$ cat src/rtl/cond_status_unit.sv
// Condition-code status register with a one-entry valid/ready result stage.
// Optional build macro FLAG_FWD_EN: same-edge s_load flags feed the evaluator.
module cond_status_unit (
    input  logic       clk,
    input  logic       reset,
    input  logic       n_in,
    input  logic       z_in,
    input  logic       c_in,
    input  logic       v_in,
    input  logic       s_load,
    input  logic [3:0] cond,
    input  logic       eval_req,
    output logic       eval_ready,
    input  logic       out_ready,
    output logic       cond_valid,
    output logic       cond_true,
    output logic [3:0] sr,
    output logic       cin_out
);

    localparam int unsigned FLAG_W = 4;
    localparam int unsigned COND_W = 4;

    typedef enum logic {
        EMPTY = 1'b0,
        FULL  = 1'b1
    } state_e;

    state_e              state_q, state_d;
    logic                true_q, true_d;
    logic [FLAG_W-1:0]   sr_q, sr_d;
    logic [FLAG_W-1:0]   alu_flags;
    logic [FLAG_W-1:0]   eval_flags;
    logic                accept;

    // Flags are packed {N,Z,C,V}
    function automatic logic eval_cond(input logic [COND_W-1:0] c, input logic [FLAG_W-1:0] f);
        logic n, z, cy, v;
        {n, z, cy, v} = f;
        case (c)
            4'h0:    return z;
            4'h1:    return !z;
            4'h2:    return cy;
            4'h3:    return !cy;
            4'h4:    return n;
            4'h5:    return !n;
            4'h6:    return v;
            4'h7:    return !v;
            4'h8:    return cy & !z;
            4'h9:    return !cy | z;
            4'hA:    return n == v;
            4'hB:    return n != v;
            4'hC:    return !z & (n == v);
            4'hD:    return z | (n != v);
            4'hE:    return 1'b1;
            default: return 1'b0;
        endcase
    endfunction

    assign alu_flags = {n_in, z_in, c_in, v_in};

`ifdef FLAG_FWD_EN
    assign eval_flags = s_load ? alu_flags : sr_q;
`else
    assign eval_flags = sr_q;
`endif

    assign eval_ready = (state_q == EMPTY) | out_ready;
    assign accept     = eval_req & eval_ready;

    // Next state for result stage and status register
    always_comb begin
        state_d = state_q;
        true_d  = true_q;
        sr_d    = sr_q;

        if (s_load) begin
            sr_d = alu_flags;
        end

        case (state_q)
            EMPTY: begin
                if (accept) begin
                    state_d = FULL;
                    true_d  = eval_cond(cond, eval_flags);
                end
            end
            FULL: begin
                if (accept) begin
                    true_d = eval_cond(cond, eval_flags);
                end else if (out_ready) begin
                    state_d = EMPTY;
                end
            end
            default: state_d = EMPTY;
        endcase
    end

    always_ff @(posedge clk) begin
        if (reset) begin
            state_q <= EMPTY;
            true_q  <= 1'b0;
            sr_q    <= '0;
        end else begin
            state_q <= state_d;
            true_q  <= true_d;
            sr_q    <= sr_d;
        end
    end

    assign cond_valid = (state_q == FULL);
    assign cond_true  = true_q;
    assign sr         = sr_q;
    assign cin_out    = sr_q[1];

endmodule

$ cat config.mk
export PLATFORM = sky130hd
export DESIGN_NAME = cond_status_unit
export DESIGN_NICKNAME = d
export VERILOG_FILES = /design/src/rtl/cond_status_unit.sv
export SDC_FILE = /design/constraint.sdc
export NUM_CORES = 1
export LEC_CHECK = 0
export CAP_MARGIN = 15
export CORE_AREA = 5 5 42 44
export CTS_CLUSTER_SIZE = 16
export DETAILED_ROUTE_END_ITERATION = 8
export DIE_AREA = 0 0 47 49
export PLACE_DENSITY = 0.65
export SLEW_MARGIN = 0
export SYNTH_ARGS = -nofsm -noshare
export SYNTH_HDL_FRONTEND = slang
export SYNTH_SLANG_ARGS = --single-unit
$ cat constraint.sdc
create_clock -name clk -period 2.4 [get_ports clk]
set_input_delay 0.48 -clock clk [delete_from_list [all_inputs] [get_ports clk]]
set_output_delay 0.48 -clock clk [all_outputs]
set_load 0.05 [all_outputs]
# After elaboration in Yosys (flattened, before gate mapping)
# Index checks and enable logic that the tools add are counted.
dict set report totals {
  ff_bits 6
  wordCells 37
  out_inout_bits 8
  inputBits 13
}
dict set report classes {
  mux 6
  n_eq_ne 16
  reduce_logical 5
  bitwise_logic 7
}
# op n
set ops {}
lappend ops {{4-bit equality test (second input constant)} 7}
lappend ops {{4-bit by 3-bit equality test with 1-bit output (second input constant)} 4}
lappend ops {{1-bit case mux with 15 select lines} 1}
lappend ops {{4-bit by 2-bit equality test with 1-bit output (second input constant)} 2}
lappend ops {{4-bit by 1-bit equality test with 1-bit output (second input constant)} 1}
lappend ops {{1-bit logical NOT} 4}
lappend ops {{4-bit logical NOT} 1}
lappend ops {{1-bit two-way mux} 4}
lappend ops {{1-bit AND} 3}
lappend ops {{1-bit OR} 3}
lappend ops {{1-bit case mux with 2 select lines} 1}
lappend ops {{1-bit equality test} 1}
lappend ops {{1-bit != test} 1}
lappend ops {{1-bit NOT} 1}

# Depth between registers and ports, before layout
dict set report logic_depth {
  ltp_word 5
  ltp_mapped 6
  depth_no_buf 5
}

# Worst setup path before layout
# Ideal clock, no wire load.
dict set report synth_timing {
  kind {flip-flop to output port}
  start {reg state_q (netlist: cond_valid)}
  end {out eval_ready}
  path_buffers 0
  required_time_ps 1920
  t_arrival_ps 1081
  path_stages_with_launch 3
  path_slack_ps 839
  path_cell_list {dfxtp_1 > nor2b_1 > inv_1}
}
dict set report synth_between {
  elab_chain_cells 2
}
# element line_no
set synth_rtl {}
lappend synth_rtl {{from (decl)} 29} ;# state_e state_q, state_d;
lappend synth_rtl {{from (signal assigned)} 105} ;# state_q <= state_d;
lappend synth_rtl {{1-bit NOT} -}
lappend synth_rtl {{1-bit OR} 68} ;# assign eval_ready = (state_q == EMPTY) | out_ready;
lappend synth_rtl {{to (decl)} 13} ;# output logic eval_ready,
# No other way between the ends.

# Worst setup path after layout
dict set report layout_timing {
  start {reg sr_q[0] (netlist: sr[0])}
  end {out sr[0]}
}
# element line_no
set layout_rtl {}
lappend layout_rtl {{from (decl)} 31} ;# logic [FLAG_W-1:0] sr_q, sr_d;
lappend layout_rtl {{from (signal assigned)} 107} ;# sr_q <= sr_d;
lappend layout_rtl {{to (decl)} 17} ;# output logic [3:0] sr,
# No word-level cell between the ends.

==> results.sh <==
export IMPL_status="complete, no violations"
export IMPL_synth_nets=64
export IMPL_drt_total_wl_mm=1.04
export IMPL_critPathKind="register to primary output"
export IMPL_ys_ff_latch=6
export IMPL_grt_overflow_total=0
export IMPL_rsz0062_at_grt="no"
export IMPL_drv_cap=0
export IMPL_hp_class="register to register"
export IMPL_hold_viol=0
export IMPL_syn_area_per_cell_um2=8.19
export IMPL_clock_root_buffer="clkbuf_4"
export IMPL_clock_fmax_mhz=489
export IMPL_arrival_ns=1.57
export IMPL_cp_max_fo=7
export IMPL_crit_buf_inv=1
export IMPL_portBuffers=20
export IMPL_setup_viol=0
export IMPL_tightest_slew_ns=0.502
export IMPL_initial_core_util=0.298
export IMPL_powerDensity_mw_per_mm2=478
export IMPL_die_w_um=47
export IMPL_setup_tns_final_ns=0
export IMPL_final_common_cell="clkdlybuf4s50_1"
export IMPL_required_ns=1.92
export IMPL_rows=14
export IMPL_first_pass_iters=2
export IMPL_routedWlPerCell_um=11.9
export IMPL_grt_max_degree=12
export IMPL_nNetsFinal=86
export IMPL_antenna_found_initial=0
export IMPL_whs_ns=0.588
export IMPL_die_h_um=49
export IMPL_cts_hold_buf=0
export IMPL_post_cts_buffers=0
export IMPL_grt_pass1_vias=425
export IMPL_drtAntennaViolNets=0
export IMPL_multi_input_area_um2=274
export IMPL_start_kind="register"
export IMPL_slew_headroom=0.664
export IMPL_h_tree_depth=1
export IMPL_synth_cell_types=25
export IMPL_drive_above_1_share=0.0704
export IMPL_num_antenna_cells=0
export IMPL_gr_usage_all_layers=0.100
export IMPL_cts_resized=0
export IMPL_final_cell_mix="clkdlybuf4s50_1 (19), mux2i_1 (6), dfxtp_1 (6)"
export IMPL_fp_coreArea_mm2=0.00140
export IMPL_clockBufferDepth=2
export IMPL_clk_latency_ns=0.24
export IMPL_netlist_area_um2=418
export IMPL_ys_seq_area_frac=0.287
export IMPL_dieArea_mm2=0.00230
export IMPL_routed_via_count=442
export IMPL_syn_inst=51
export IMPL_crit_chain="clkdlybuf4s50_1"
export IMPL_drtIter0Drc=6
export IMPL_place_gp_congestion=0.739
export IMPL_syn2layout_area_growth_pct=56.6
export IMPL_clkTransAtPathRegs_ns=0.04
export IMPL_ios=21
export IMPL_crit_path_max_incr_delay_ns=0.86
export IMPL_crit_path_end_kind="primary output"
export IMPL_slowest_stage="clkdlybuf4s50_1"
export IMPL_period_minus_slack_ns=2.05
export IMPL_crit_family="buffers and inverters"
export IMPL_slew_viol_final=0
export IMPL_final_seq_area_um2=120
export IMPL_n_fill_cell=163
export IMPL_cts_made_buffers=3
export IMPL_fin_crit_sh=0.852
export IMPL_yosysWarnings=0
export IMPL_vias_per_cell=5.08
export IMPL_fin_worst_skew_ns=0.000489
export IMPL_leakagePower_nw=0.246
export IMPL_ir_worst_vdd_v=0.000261
export IMPL_tritoncts="done"
export IMPL_grt_pass1_wl_mm=1.73
export IMPL_remaining_drc_errors=0
export IMPL_cts_sinks=6
==> per-layer routing <==
layer  wire (µm)  global-route usage  vias to the layer above
met5           0                   0                        -
met4           0              0.0415                        0
met3          64              0.0406                        0
met2         534               0.152                       10
met1         438               0.121                      203
li1            -                   -                      229
==> path summary, 6_finish.rpt <==
kind,startpoint,end,slack [ns],depth (start not counted)
max,sr[0]$_SDFFE_PP0P_,sr[0],0.35,1
max reg2reg,sr[3]$_SDFFE_PP0P_,cond_true$_SDFFE_PP0P_,1.09,5
min reg2reg,sr[1]$_SDFFE_PP0P_,sr[1]$_SDFFE_PP0P_,0.59,2
min,sr[1]$_SDFFE_PP0P_,sr[1]$_SDFFE_PP0P_,0.59,2
==> cell type report <==
| class | instances | share of cell area |
|---|---|---|
| Tap cell | 16 | 0.0306 |
| Clock buffer | 3 | 0.0344 |
| Sequential cell | 6 | 0.184 |
| Timing Repair Buffer | 20 | 0.321 |
| Inverter | 2 | 0.0115 |
| Multi-Input combinational cell | 40 | 0.419 |
==> report_power, final <==
group / internal, mW / total (mW) / switching, mW
Combinational: 0.0512 / 0.107 / 0.0562
Clock: 0.0565 / 0.0911 / 0.0347
Sequential: 0.106 / 0.115 / 0.00813
Total: 0.214 / 0.313 / 0.0990
==> per-stage QoR <==
stage	total power [mW]	cells	utilization	cell area, µm²	worst slack [ns]
global route	0.332	87	0.467	654	0.295
CTS	0.319	87	0.467	654	0.340
global placement	0.224	84	0.451	632	0.426
detailed placement	0.224	84	0.451	632	0.394
floorplan	0.179	51	-	418	0.839
finish	0.313	87	0.467	654	0.354
==> cell families (layout without fill, tap and decap cells) <==
logic type / after synthesis / count (layout) / synth area share
buffers and inverters: 5 / 25 / 0.0569
multiplexers: 6 / 6 / 0.144
AO/OA/AOI/OAI: 13 / 13 / 0.201
flip-flops: 6 / 6 / 0.287
AND/OR/NAND/NOR: 19 / 19 / 0.269
XOR/XNOR: 2 / 2 / 0.0419
==> cells in the mapped netlist, drive strengths merged <==
cell type,instances,area [µm²]
and2b,1,7.51
a311o,1,10.0
o21a,1,7.51
dfxtp,6,120
clkbuf,1,3.75
nand3b,3,22.5
nor2,4,15.0
a21oi,4,20.0
nand2,1,3.75
xor2,1,8.76
nor3b,2,15.0
or4,1,7.51
and2,1,7.51
a21o,1,7.51
nor2b,3,18.8
o21ai,2,10.0
nor3,3,15.0
buf,2,12.5
mux2i,6,60.1
a31oi,1,6.26
o211ai,3,22.5
inv,2,7.51
xnor2,1,8.76
==> sequential cells by signal, indices dropped and copies added (netlist names) <==
register and flops:
sr 4, cond_true 1, cond_valid 1
No activity file was read; power rests on OpenSTA's default activity.
